**config.mk**
```make
export PLATFORM = sky130hd
export DESIGN_NAME = game_input_ctrl
export DESIGN_NICKNAME = d
export VERILOG_FILES = /design/src/rtl/game_input_pkg.sv /design/src/rtl/debouncer.sv /design/src/rtl/game_input_ctrl.sv
export SDC_FILE = /design/constraint.sdc
export NUM_CORES = 1
export LEC_CHECK = 0
export ABC_AREA = 1
export BUFFER_PORTS_ARGS = -buffer_cell sky130_fd_sc_hd__buf_2
export CAP_MARGIN = 20
export CORE_ASPECT_RATIO = 0.7
export CORE_UTILIZATION = 61
export CTS_BUF_LIST = sky130_fd_sc_hd__clkbuf_8
export DETAILED_ROUTE_END_ITERATION = 16
export PLACE_DENSITY_LB_ADDON = 0.12
export SYNTH_ARGS = -nofsm -noshare
export SYNTH_HDL_FRONTEND = slang
export SYNTH_SLANG_ARGS = --single-unit
```
**constraint.sdc**
```tcl
create_clock -name clk_in -period 4.1 [get_ports clk_in]
set_clock_uncertainty 0.1 [all_clocks]
set_input_delay 0.205 -clock clk_in [delete_from_list [all_inputs] [get_ports clk_in]]
set_output_delay 0.205 -clock clk_in [all_outputs]
set_load 0.05 [all_outputs]
```
**src/rtl/game_input_pkg.sv**
```systemverilog
// Shared constants for the gameplay input front end: button indices and
// default timing for a 100 MHz clock.
package game_input_pkg;

    localparam int BTN_NEW_GAME = 0;
    localparam int BTN_HIT      = 1;
    localparam int BTN_PAN_L    = 2;
    localparam int BTN_PAN_R    = 3;
    localparam int NUM_BTN      = 4;

    localparam int unsigned FRAME_CYCLES_DEF    = 1_666_667;
    localparam int unsigned DEBOUNCE_CYCLES_DEF = 1_000_000;

    typedef struct packed {
        logic hit;
        logic pan_l;
        logic pan_r;
    } levels_t;

endpackage

```
**src/rtl/debouncer.sv**
```systemverilog
// One-bit button conditioner: two-flop synchroniser followed by a
// persistence counter that accepts a new level after DEBOUNCE_CYCLES cycles.
module debouncer
    import game_input_pkg::*;
#(
    parameter int unsigned DEBOUNCE_CYCLES = DEBOUNCE_CYCLES_DEF
) (
    input  logic clk_in,
    input  logic rst_in,
    input  logic raw,
    output logic stable,
    output logic rise
);

    localparam int CNT_W = $clog2(DEBOUNCE_CYCLES + 1);
    localparam logic [CNT_W-1:0] CNT_LAST = CNT_W'(DEBOUNCE_CYCLES - 1);

    logic             sync_1;
    logic             sync_2;
    logic [CNT_W-1:0] cnt;
    logic             accept;

    // rise is asserted on the same edge that stable takes the new value
    assign accept = (sync_2 != stable) && (cnt == CNT_LAST);
    assign rise   = accept && sync_2;

    always_ff @(posedge clk_in) begin
        if (rst_in) begin
            sync_1 <= 1'b0;
            sync_2 <= 1'b0;
            stable <= 1'b0;
            cnt    <= '0;
        end else begin
            sync_1 <= raw;
            sync_2 <= sync_1;
            if (sync_2 == stable) begin
                cnt <= '0;
            end else if (accept) begin
                stable <= sync_2;
                cnt    <= '0;
            end else begin
                cnt <= cnt + CNT_W'(1);
            end
        end
    end

endmodule

```
**src/rtl/game_input_ctrl.sv**
```systemverilog
// Input front end: debounces the four buttons, generates the frame tick and
// presents frame-aligned level outputs plus a new_game pulse.
module game_input_ctrl
    import game_input_pkg::*;
#(
    parameter int unsigned FRAME_CYCLES    = FRAME_CYCLES_DEF,
    parameter int unsigned DEBOUNCE_CYCLES = DEBOUNCE_CYCLES_DEF,
    parameter int unsigned FRAME_CNT_W     = 16
) (
    input  logic                   clk_in,
    input  logic                   rst_in,
    input  logic [NUM_BTN-1:0]     btn_in,
    output logic                   new_game_out,
    output logic                   charging_hit_out,
    output logic                   camera_pan_left_out,
    output logic                   camera_pan_right_out,
    output logic                   new_frame_out,
    output logic [FRAME_CNT_W-1:0] frame_count_out
);

    localparam int FCNT_W = $clog2(FRAME_CYCLES + 1);
    localparam logic [FCNT_W-1:0] FCNT_LAST = FCNT_W'(FRAME_CYCLES - 1);

    logic [NUM_BTN-1:0] stable;
    logic [NUM_BTN-1:0] rise;
    logic [FCNT_W-1:0]  fcnt;
    levels_t            levels;
    levels_t            frame_levels;
    logic               ng_rise;
    logic               frame_wrap;
    logic               unused_rise;

    for (genvar i = 0; i < NUM_BTN; i++) begin : g_btn
        debouncer #(
            .DEBOUNCE_CYCLES(DEBOUNCE_CYCLES)
        ) u_debouncer (
            .clk_in (clk_in),
            .rst_in (rst_in),
            .raw    (btn_in[i]),
            .stable (stable[i]),
            .rise   (rise[i])
        );
    end

    // Only the new_game button needs an edge; the others are sampled as levels.
    assign ng_rise     = rise[BTN_NEW_GAME];
    assign unused_rise = ^rise[BTN_PAN_R:BTN_HIT];
    assign frame_wrap  = (fcnt == FCNT_LAST);

    // Opposing pan requests cancel rather than favouring one direction.
    always_comb begin
        frame_levels       = '0;
        frame_levels.hit   = stable[BTN_HIT];
        frame_levels.pan_l = stable[BTN_PAN_L] & ~stable[BTN_PAN_R];
        frame_levels.pan_r = stable[BTN_PAN_R] & ~stable[BTN_PAN_L];
    end

    always_ff @(posedge clk_in) begin
        if (rst_in) begin
            fcnt            <= '0;
            new_game_out    <= 1'b0;
            new_frame_out   <= 1'b0;
            frame_count_out <= '0;
            levels          <= '0;
        end else begin
            new_game_out  <= ng_rise;
            new_frame_out <= 1'b0;
            if (ng_rise) begin
                fcnt            <= '0;
                frame_count_out <= '0;
                levels          <= '0;
            end else if (frame_wrap) begin
                fcnt            <= '0;
                new_frame_out   <= 1'b1;
                frame_count_out <= frame_count_out + FRAME_CNT_W'(1);
                levels          <= frame_levels;
            end else begin
                fcnt <= fcnt + FCNT_W'(1);
            end
        end
    end

    assign charging_hit_out     = levels.hit;
    assign camera_pan_left_out  = levels.pan_l;
    assign camera_pan_right_out = levels.pan_r;

endmodule

```
After elaboration in Yosys (flattened, before gate mapping)

Cells that the tools add are included.

Word-level logic and storage cells: 66
Bits in registers: 134

Equality and inequality tests: 13
Reductions and logical operators: 15
Multiplexer cells: 1
Bitwise logic cells: 8
Add/subtract/negate cells: 6

Operator list:

| operator                                       | number |
|---|---|
| adder 20 x 1 -> 20 bit (second input constant) | 4 |
| equality test 20 bit (second input constant)   | 4 |
| adder 21 x 1 -> 21 bit (second input constant) | 1 |
| equality test 21 bit (second input constant)   | 1 |
| adder 16 x 1 -> 16 bit (second input constant) | 1 |
| OR reduction 3 bit                             | 5 |
| AND reduction 2 bit                            | 4 |
| NOT 1 bit                                      | 6 |
| logical AND 1 bit                              | 5 |
| equality test 1 bit                            | 4 |
| != test 1 bit                                  | 4 |
| AND 1 bit                                      | 2 |
| OR reduction 2 bit                             | 1 |
| two-way mux 1 bit                              | 1 |

Logic depth before layout (Yosys ltp)

Gate-level depths: netlist of run 1.

Word-level depth: 4
Mapped depth: 11
Depth with buffers taken out: 10

Cells and area by module

A second synthesis of run 1 with hierarchy kept.

Cell total of the unflattened synthesis: 1050
Area total of the unflattened synthesis: 7045.5 um2

Modules (own cells, without submodules):

| module          | cells an instance | instances | sequential area each (um2) | area each (um2) |
|---|---|---|---|---|
| debouncer       | 174               | 4         | 460.4                      | 1193.6 |
| game_input_ctrl | 354               | 1         | 840.8                      | 2270.9 |

Worst setup path before layout of run 1

No wires, ideal clock.

Path type: register -> register
From: register frame_count_out[0]
To: register frame_count_out[10]
Setup slack: 2312 ps
Library setup time: 113 ps
Data required time: 3887 ps
Path buffers: 0
Data arrival time: 1575 ps
Clock period less this slack: 1788 ps
Cell stages (with the launch flop): 9
Cell sequence: dfxtp_1 ha_1 nand3_1 inv_1 nand2_1 nor2_1 nand3_1 nand2_1 nor2_2

Cells in the longest elaborated chain, start to end: 1

RTL lines:

| item                     | RTL line              | RTL |
|---|---|---|
| start: declaration       | game_input_ctrl.sv:18 | `output logic [FRAME_CNT_W-1:0] frame_count_out` |
| start signal: assignment | game_input_ctrl.sv:75 | `frame_count_out <= frame_count_out + FRAME_CNT_W'(1);` |
| adder 16 x 1 -> 16 bit   | game_input_ctrl.sv:75 |  |

Every way passes these cells.
A chain may end at the register's enable or synchronous reset.

Final worst setup path of run 1

From: register g_btn[0].u_debouncer.cnt[0]
To: register frame_count_out[9]

Cells in the longest elaborated chain, start to end: 4

RTL lines:

| item                                | RTL line        | RTL |
|---|---|---|
| start: declaration                  | debouncer.sv:20 | `logic [CNT_W-1:0] cnt;` |
| start signal: assignment            | debouncer.sv:42 | `cnt <= cnt + CNT_W'(1);` |
| equality test 20 bit                | debouncer.sv:24 | `assign accept = (sync_2 != stable) && (cnt == CNT_LAST);` |
| logical AND 1 bit                   | debouncer.sv:24 |  |
| logical AND 1 bit                   | debouncer.sv:25 | `assign rise = accept && sync_2;` |
| OR reduction 2 bit (no source line) | --              |  |

Every way passes these cells.

==> qor.csv, run 1 <==
stage,metric,value,unit
grt,antenna_found_initial,0,
timing,period_share,0.506,
hold_path,hold_path.class,in2reg,
power,p_switching,0.530,mW
hold_path,hold_depth,2,
cts,cts.clk_slew.worst_paths,0.07,ns
timing,finalHoldViolCount,0,
yosys,ys_ff_latch,134,
cells_and_area,syn2layout_area_growth,9.40,%
power,power_frac_seq,0.538,
detailed_routing,routed_via_density,4.99,
cells_and_area,diodes,0,
placement,numPortBuffers,26,
cts,cts_sinks,134,
yosys,yosysSeqAreaShare,0.400,
status,status,"complete, no violations",
detailed_routing,routedWlPerCell,11.5,um
cts,cts_max_level,4,
grt,grt.overflow.total,0,
power,irDropWorstVdd,0.271,mV
yosys,synth_edf_count,0,
yosys,avgSynthCellArea,6.87,um^2
yosys,synth_largest_area_cell,dfxtp_1,
yosys,synthTopCellsByArea,"dfxtp_1 (40%), nand2_1 (13%), nor2_1 (12%)",
detailed_routing,wl,13500,um
cts,cts_buffer_depth,2,
power,p_total,2.44,mW
grt,grt_pass1_wl,23800,um
timing,totalNegativeSetupSlack,0,ns
timing,worst_pin_slew,0.732,ns
die,rows,31,
yosys,yosysUniqueCellTypes,33,
power,leakage,2.60,nW
yosys,synthArstFlopShare,0,
cts,worstSkewPairLatency,0.44,ns
timing,relSlewSlack,0.511,
die,start_util,0.638,
placement,place_congestion,0.914,
power,intPower,1.91,mW
power,clkPwrFrac,0.447,
cells_and_area,drive_gt1_frac,0.0985,
yosys,synthesis.area,0.00671,mm^2
timing,setup_violations,0,
critical_path,worstRegToRegCells,6,
cts,numCtsBuffers,17,
timing,fmax,0.482,GHz
grt,grt_max_degree,22,
power,power.density,333,mW/mm^2
cts,cts-root-buf,clkbuf_8,
die,dieArea,0.0114,mm^2
grt,grt_pass1_vias,5154,
placement,post-dp-hpwl,9600,um
power,p_comb_frac,0.016,
yosys,synth_ff_type,dfxtp_1,
detailed_routing,drc,0,
yosys,syn_inst,977,
critical_path,crit_required,4.30,ns
critical_path,path_class,reg2reg,
timing,hold_ws,0.0348,ns
detailed_routing,firstDrtPassIters,5,
yosys,synth_top_area_share,0.400,
timing,period_needed,2.07,ns
yosys,syn-num-nets,990,
power,swShare,0.217,
critical_path,crit_path_max_fanout,20,
cts,postCtsSetupBuffers,0,
run,max-cap-violations,0,
detailed_routing,ant_nets,0,
die,die_x,127,um
cells_and_area,fin_nets,1026,
detailed_routing,drt-initial-drc-count,430,
cts,cts_tree,done,
grt,track_usage,0.257,
cells_and_area,fin_util,0.698,
die,dieHeight,89.8,um
critical_path,end_kind,flip-flop,
timing,slew_violations,0,
yosys,ys_warn_count,0,
die,io-pin-count,27,
critical_path,crit_path_start_kind,flip-flop,
critical_path,critPathArrivalTime,2.27,ns
detailed_routing,vias,5859,
timing,rsz0062_at_grt,no,
die,core,0.0105,mm^2
-- path summary, 6_finish.rpt --
path / start / endpoint / slack, ns
hold / removal: rst_in / g_btn[1].u_debouncer.sync_2$_SDFF_PP0_ / 0.03
setup reg to reg: g_btn[0].u_debouncer.cnt[0]$_SDFF_PP0_ / frame_count_out[9]$_SDFFE_PP0P_ / 2.03
hold reg to reg: g_btn[0].u_debouncer.sync_1$_SDFF_PP0_ / g_btn[0].u_debouncer.sync_2$_SDFF_PP0_ / 0.31
setup / recovery: g_btn[0].u_debouncer.cnt[0]$_SDFF_PP0_ / frame_count_out[9]$_SDFFE_PP0P_ / 2.03
-- cells by family after synthesis --
| family | synth area share |
|---|---|
| AND/OR/NAND/NOR | 0.397 |
| flip-flops | 0.400 |
| buffers and inverters | 0.0809 |
| XOR/XNOR | 0.0757 |
| AO/OA/AOI/OAI | 0.0336 |
| adder cells (fa/ha/maj) | 0.0131 |
-- stage by stage --
stage	instance area (um^2)	cells	setup WS, ns
detailed placement	6910	1138	2.01
global route	7340	1173	1.81
global placement	6910	1138	2.09
CTS	7340	1173	2.02
finish	7340	1173	2.03
floorplan	6710	977	2.31
-- area by class of cell --
cell class,count,area (um^2)
Inverter,113,424
Clock inverter,10,105
Timing Repair Buffer,30,170
Multi-Input combinational cell,717,3480
Sequential cell,134,2680
Fill cell,926,3170
Tap cell,148,185
Clock buffer,21,289
-- per-layer routing --
metal  vias up  routed length (um)  GRT usage
met5         -                   0          0
met4         0                 180     0.0873
met3        18                 512     0.0482
met2       100                5390      0.352
met1      2627                7450      0.398
li1       3114                   -          -
-- synth_stat cells, types with 2 or more instances --
library cell,instances
nand2_2,7
nor2_1,222
a31oi_1,3
ha_1,7
nand4_1,27
a21oi_1,32
buf_6,8
nand3_2,9
dfxtp_1,134
nor3_1,12
nor2_2,15
o21ai_0,2
xnor2_1,17
nand2_1,234
nand3_1,61
buf_4,2
nand3b_1,6
or2_2,7
o21bai_1,3
nor2_4,4
inv_1,112
nor3b_1,2
xor2_1,41
-- registers in the layout (all words and copies together) (netlist names) --
register and flops:
fcnt 21, g_btn.u_debouncer.sync_2 4, new_game_out 1, charging_hit_out 1
camera_pan_right_out 1, g_btn.u_debouncer.sync_1 4, new_frame_out 1, frame_count_out 16
camera_pan_left_out 1, g_btn.u_debouncer.cnt 80, g_btn.u_debouncer.stable 4
-- layout by cell type (no fill, tap or decap), types with 4 or more instances in the layout --
cell and count:
nand2_1 234, nor2_1 222, dfxtp_1 134, inv_1 114, nand3_1 61, xor2_1 41, a21oi_1 32, nand4_1 27
buf_2 26, clkbuf_8 21, xnor2_1 17, nor2_2 15, nor3_1 12, nand3_2 9, nand2_2 7, or2_2 7
ha_1 7, nand3b_1 6, nor2_4 4, dlygate4sd3_1 4
-- worst max-delay path, stage by stage, from the launching register on --
cell     delay [ns]
dfxtp_1        0.37
ha_1           0.26
nand3_2        0.15
nor2_2         0.19
nand4_2        0.16
nand2_1        0.59
nor2_1         0.11
-- power groups by stage --
stage	Clock [mW]	Combinational [mW]	Sequential, mW
finish	1.09	0.0380	1.31
global route	1.17	0.0432	1.31
global placement	0	0.0342	1.34
CTS	1.11	0.0379	1.31
floorplan	0	0.0298	1.34
detailed placement	0	0.0348	1.34
-- what timing repair did --
action                                 CTS  global route
hold buffers                             4             0
setup endpoints to repair                0             0
resized for setup                        0             0
endpoints found under the hold margin    4             0
No activity file was read; power rests on OpenSTA's default activity.
==> run 2: changes to the inputs <==
==> constraint.sdc (replaced) <==
create_clock -name clk_in -period 2.1 [get_ports clk_in]
set_clock_uncertainty 0.1 [all_clocks]
set_input_delay 0.105 -clock clk_in [delete_from_list [all_inputs] [get_ports clk_in]]
set_output_delay 0.105 -clock clk_in [all_outputs]
set_load 0.05 [all_outputs]
==> qor.csv, run 2 (synthesis gave the netlist of run 1 again) <==
stage,metric,value,unit,change
timing,period_share,0.858,,+0.352
grt,grt_max_degree,22,,unchanged
cells_and_area,diodes,0,,unchanged
critical_path,critPathArrivalTime,2.02,ns,-0.25 ns
cells_and_area,nFillCells,922,,-0.43%
cells_and_area,top_register,g_btn.u_debouncer.cnt,,
die,die_x,127,um,unchanged
critical_path,crit_required,2.32,ns,-1.98 ns
detailed_routing,routedWlPerCell,11.8,um,+2.3%
detailed_routing,ant_nets,0,,unchanged
placement,post-place-ws,0.345,ns,-1.66 ns
critical_path,crit_path_start_kind,flip-flop,,
power,irDropWorstVdd,0.464,mV,+71%
critical_path,path_buf_inv,1,,+1
cts,cts.clk_slew.worst_paths,0.07,ns,about the same
critical_path,slowest_stage,dfxtp_1,,
cells_and_area,syn2layout_area_growth,10.2,%,
power,p_switching,1.03,mW,+93%
cts,cts_sinks,134,,unchanged
placement,place_congestion,0.880,,-3.8%
timing,period_needed,1.80,ns,-0.272 ns
critical_path,end_kind,flip-flop,,
cts,ctsHoldBuffers,8,,+4
timing,worst_pin_slew,0.519,ns,-0.213 ns
die,core,0.0105,mm^2,unchanged
cells_and_area,final_common_cell,nand2_1,,
power,p_comb_frac,0.019,,+0.003
die,dieArea,0.0114,mm^2,unchanged
timing,worst_slack,0.298,ns,-1.73 ns
timing,relSlewSlack,0.653,,+0.142
critical_path,cp_top_family,simple AND/OR/NAND/NOR gates,,
die,start_util,0.638,,unchanged
detailed_routing,firstDrtPassIters,5,,unchanged
cts,cts_max_level,4,,unchanged
cts,cts-root-buf,clkbuf_8,,
power,swShare,0.218,,+0.00129
critical_path,crit_path_max_fanout,20,,unchanged
cells_and_area,top_regs,"g_btn.u_debouncer.cnt: 80 flops, fcnt: 21 flops, frame_count_out: 16 flops",,
timing,setup_violations,0,,unchanged
timing,totalNegativeSetupSlack,0,ns,unchanged
cts,cts_tree,done,,
detailed_routing,drc,0,,unchanged
cts,numCtsBuffers,17,,unchanged
timing,slew_violations,0,,unchanged
detailed_routing,wl,13900,um,+2.8%
detailed_routing,routed_via_density,5.00,,about the same
critical_path,max_stage_delay,0.37,ns,-0.22 ns
grt,antenna_found_initial,0,,unchanged
cts,cts_resized,0,,unchanged
die,rows,31,,unchanged
grt,track_usage,0.268,,+0.0103
run,max-cap-violations,0,,unchanged
detailed_routing,vias,5891,,+0.55%
timing,rsz0062_at_grt,no,,
die,io-pin-count,27,,unchanged
placement,post-dp-hpwl,9970,um,+3.8%
detailed_routing,drt-initial-drc-count,473,,+10%
placement,numPortBuffers,26,,unchanged
cells_and_area,largest_reg_flops,80,,unchanged
power,leakage,2.64,nW,+1.4%
grt,grt_pass1_wl,24700,um,+3.8%
cts,worstSkewPairLatency,0.43,ns,about the same
timing,fmax,0.555,GHz,+15%
cells_and_area,mostFrequentLayoutCells,"nand2_1 (234), nor2_1 (222), dfxtp_1 (134)",,
cts,postCtsSetupBuffers,0,,unchanged
cts,cts_buffer_depth,2,,unchanged
critical_path,crit_chain,ha_1 > nand3_2 > nor2_2 > nand4_2 > nand2_1 > buf_4 > nor2_1,,
power,power.density,636,mW/mm^2,+91%
power,intPower,3.68,mW,+92%
critical_path,path_class,reg2reg,,
grt,grt.overflow.total,0,,unchanged
cells_and_area,fin_nets,1033,,+0.68%
cells_and_area,drive_gt1_frac,0.101,,+0.00234
power,clkPwrFrac,0.436,,-0.011
timing,finalHoldViolCount,0,,unchanged
status,status,"complete, no violations",,
die,dieHeight,89.8,um,unchanged
grt,grt_pass1_vias,5576,,+8.2%
power,power_frac_seq,0.546,,+0.008
hold_path,hold_path.class,reg2reg,,
-- run 2: cell count changes in the layout (fill, tap and decap cells not counted), sizes merged --
| cell | delta |
|---|---|
| clkinv | +4 |
| dlygate4sd3 | +4 |
| buf | +3 |
| clkbuf | -2 |
| clkinvlp | -2 |
| inv | -1 |
-- run 2: power groups by stage --
stage	Combinational, mW	Clock [mW]	Sequential [mW]
after global routing	0.0976	2.21	2.57
after detailed placement	0.0746	0	2.62
after CTS	0.0868	2.09	2.57
final	0.0873	2.05	2.57
after floorplan	0.0581	0	2.62
after global placement	0.0737	0	2.62
-- run 2: worst reg2reg max path, delay by kind of cell, from the launching register on --
family | cells | cell delay (ns)
DFF | 1 | 0.37
buffers and inverters | 1 | 0.26
and+or+nand+nor | 5 | 0.70
adders and majority gates | 1 | 0.26
-- run 2: path summary, 6_finish.rpt --
check	from	to	slack [ns]	cells past startpoint
setup / recovery	g_btn[0].u_debouncer.cnt[0]$_SDFF_PP0_	frame_count_out[9]$_SDFFE_PP0P_	0.30	7
hold / removal	g_btn[2].u_debouncer.sync_1$_SDFF_PP0_	g_btn[2].u_debouncer.sync_2$_SDFF_PP0_	0.31	2
setup reg to reg	g_btn[0].u_debouncer.cnt[0]$_SDFF_PP0_	frame_count_out[9]$_SDFFE_PP0P_	0.30	7
hold reg to reg	g_btn[2].u_debouncer.sync_1$_SDFF_PP0_	g_btn[2].u_debouncer.sync_2$_SDFF_PP0_	0.31	2
-- run 2: area by class of cell --
cell class / count / area, um^2 / share of cell area
flip-flops and latches: 134 / 2680 / 0.363
repair buffers: 37 / 245 / 0.0332
clock buffers: 19 / 262 / 0.0354
multi-input cells: 717 / 3480 / 0.471
clock inverters: 11 / 110 / 0.0149
well taps: 148 / 185 / 0.0250
inverters: 113 / 424 / 0.0574
-- run 2: per-layer routing --
metal | share of wire | vias to the layer above | GRT usage
li1 | - | 3131 | -
met1 | 0.55 | 2636 | 0.401
met2 | 0.39 | 110 | 0.377
met3 | 0.046 | 14 | 0.0637
met4 | 0.0096 | 0 | 0.0784
met5 | 0 | - | 0
-- run 2: per-stage QoR --
stage	area, um^2	hold slack, ns	power [mW]	instances	utilization
after floorplan	6710	0.112	2.68	977	-
after CTS	7390	0.309	4.74	1179	0.703
after global routing	7390	0.336	4.87	1179	0.703
after detailed placement	6940	0.257	2.70	1141	0.660
after global placement	6940	0.253	2.70	1141	0.660
final	7390	0.310	4.70	1179	0.703
==> run 3: changes to the inputs <==
--- a/config.mk
+++ b/config.mk
@@ -8,7 +8,6 @@
 export ABC_AREA = 1
 export BUFFER_PORTS_ARGS = -buffer_cell sky130_fd_sc_hd__buf_2
 export CAP_MARGIN = 20
-export CORE_ASPECT_RATIO = 0.7
 export CORE_UTILIZATION = 61
 export CTS_BUF_LIST = sky130_fd_sc_hd__clkbuf_8
 export DETAILED_ROUTE_END_ITERATION = 16
==> constraint.sdc (replaced) <==
create_clock -name clk_in -period 1.72 [get_ports clk_in]
set_clock_uncertainty 0.1 [all_clocks]
set_input_delay 0.086 -clock clk_in [delete_from_list [all_inputs] [get_ports clk_in]]
set_output_delay 0.086 -clock clk_in [all_outputs]
set_load 0.05 [all_outputs]
==> qor.csv, run 3 (synthesis gave the netlist of run 1 again) <==
stage,metric,value,unit,change
cells_and_area,syn2layout_area_growth,14.6,%,
timing,relSlewSlack,0.727,,+0.0733
die,die_x,107,um,-16%
cells_and_area,drive_gt1_frac,0.125,,+0.0242
timing,worst_slack,0.131,ns,-0.168 ns
critical_path,path_buf_inv,1,,unchanged
critical_path,crit_path_start_kind,flip-flop,,
die,dieArea,0.0114,mm^2,about the same
run,max-cap-violations,0,,unchanged
power,power.density,814,mW/mm^2,+28%
timing,fmax,0.629,GHz,+13%
timing,finalHoldViolCount,0,,unchanged
die,dieHeight,107,um,+19%
placement,post-place-ws,0.0819,ns,-0.263 ns
critical_path,critPathArrivalTime,1.83,ns,-0.19 ns
critical_path,slowest_stage,dfxtp_1,,
detailed_routing,ant_nets,0,,unchanged
die,io-pin-count,27,,unchanged
critical_path,crit_path_max_fanout,21,,+5.0%
critical_path,max_stage_delay,0.37,ns,about the same
cells_and_area,stdcell_count,1183,,+0.34%
timing,slew_violations,0,,unchanged
cts,numCtsBuffers,17,,unchanged
cells_and_area,largest_reg_flops,80,,unchanged
timing,period_share,0.924,,+0.0661
cells_and_area,fin_util,0.732,,+0.0283
timing,worst_pin_slew,0.407,ns,-0.112 ns
timing,setup_violations,0,,unchanged
critical_path,end_kind,flip-flop,,
cts,cts.clk_slew.worst_paths,0.07,ns,about the same
timing,totalNegativeSetupSlack,0,ns,unchanged
critical_path,crit_required,1.96,ns,-0.36 ns
critical_path,path_class,reg2reg,,
cells_and_area,top_register,g_btn.u_debouncer.cnt,,
cells_and_area,final_common_cell,nand2_1,,
cts,cts_sinks,134,,unchanged
detailed_routing,routedWlPerCell,11.1,um,-6.1%
grt,grt_pass1_wl,22900,um,-7.4%
detailed_routing,vias,5917,,+0.44%
cells_and_area,fin_nets,1047,,+1.4%
grt,antenna_found_initial,0,,unchanged
grt,grt.overflow.total,0,,unchanged
detailed_routing,wl,13100,um,-5.8%
placement,post-dp-hpwl,9100,um,-8.7%
cells_and_area,mostFrequentLayoutCells,"nand2_1 (232), nor2_1 (216), dfxtp_1 (130)",,
critical_path,critPathMostFrequentCell,nand3_2,,
timing,period_needed,1.59,ns,-0.212 ns
power,leakage,2.77,nW,+5.1%
grt,grt_max_degree,22,,unchanged
grt,grt_pass1_vias,5371,,-3.7%
cells_and_area,top_regs,"g_btn.u_debouncer.cnt: 80 flops, fcnt: 21 flops, frame_count_out: 16 flops",,
detailed_routing,routed_via_density,5.00,,+0.10%
status,status,"complete, no violations",,
die,start_util,0.639,,about the same
cts,worstSkewPairLatency,0.46,ns,+0.03 ns
cts,cts_tree,done,,
placement,place_congestion,0.855,,-2.8%
cells_and_area,diodes,0,,unchanged
cts,cts_buffer_depth,2,,unchanged
placement,place_inst,1141,,unchanged
placement,numPortBuffers,26,,unchanged
power,irDropWorstVdd,0.818,mV,+76%
critical_path,crit_chain,ha_1 > nand3_2 > nor2_4 > nand4_4 > nand3_2 > buf_12 > nor2_1,,
timing,rsz0062_at_grt,yes,,
critical_path,cp_top_family,simple AND/OR/NAND/NOR gates,,
grt,track_usage,0.249,,-0.0185
die,rows,37,,+19%
detailed_routing,drc,0,,unchanged
cts,cts-root-buf,clkbuf_8,,
detailed_routing,drt-initial-drc-count,383,,-19%
hold_path,hold_path.class,reg2reg,,
cts,cts_max_level,4,,unchanged
detailed_routing,firstDrtPassIters,8,,+3
die,core,0.0105,mm^2,about the same
==> run 3: cell count changes in the layout (fill, tap and decap cells not counted), moves of 3 or more <==
cell | previous run | this run
nand2_4 | 0 | 3
clkinv_2 | 6 | 2
nor2_2 | 15 | 19
dfxtp_2 | 0 | 4
buf_4 | 2 | 12
bufinv_16 | 2 | 5
dfxtp_1 | 134 | 130
nor2_1 | 222 | 216
==> run 3: layout make-up <==
cell class	instances	area, um^2
inverters	113	424
repair buffers	51	385
flip-flops and latches	134	2690
multi-input cells	717	3550
clock inverters	11	179
clock buffers	21	289
well taps	136	170
fillers	899	2820
==> run 3: layer usage <==
metal | track usage | routed length [um]
met1 | 0.296 | 6090
met3 | 0.0608 | 434
met5 | 0 | 0
met2 | 0.440 | 6420
met4 | 0.0812 | 156
==> run 3: worst paths after layout <==
kind,depth (start not counted),endpoint,start,slack (ns)
max,7,fcnt[19]$_SDFF_PP0_,g_btn[0].u_debouncer.cnt[0]$_SDFF_PP0_,0.13
min,2,g_btn[2].u_debouncer.sync_2$_SDFF_PP0_,g_btn[2].u_debouncer.sync_1$_SDFF_PP0_,0.30
max reg2reg,7,fcnt[19]$_SDFF_PP0_,g_btn[0].u_debouncer.cnt[0]$_SDFF_PP0_,0.13
min reg2reg,2,g_btn[2].u_debouncer.sync_2$_SDFF_PP0_,g_btn[2].u_debouncer.sync_1$_SDFF_PP0_,0.30
==> run 3: worst min-delay path: cells and delay by family, from the launching register on <==
family,cells,cell delay (ns)
buf+inv,1,0.04
flops,1,0.30
simple gates,1,0.03
==> run 3: repair_timing <==
action | CTS | global route
hold buffers | 9 | 0
setup endpoints to repair | 0 | 64
buffers inserted | 0 | 1
hold endpoints to repair | 10 | 0
gates resized for setup | 0 | 21
==> run 3: per-stage QoR <==
step,hold WS [ns],cell area (um^2),power (mW)
floorplan,0.0930,6710,3.27
global route,0.323,7690,6.49
global placement,0.185,7040,3.30
detailed placement,0.191,7040,3.30
CTS,0.307,7600,6.33
finish,0.303,7690,6.26
==> run 3: power breakdown <==
group	switching [mW]	internal, mW	total (mW)
Sequential	0.0127	3.12	3.13
Clock	1.15	1.86	3.01
Combinational	0.0647	0.0465	0.111
Total	1.23	5.03	6.26
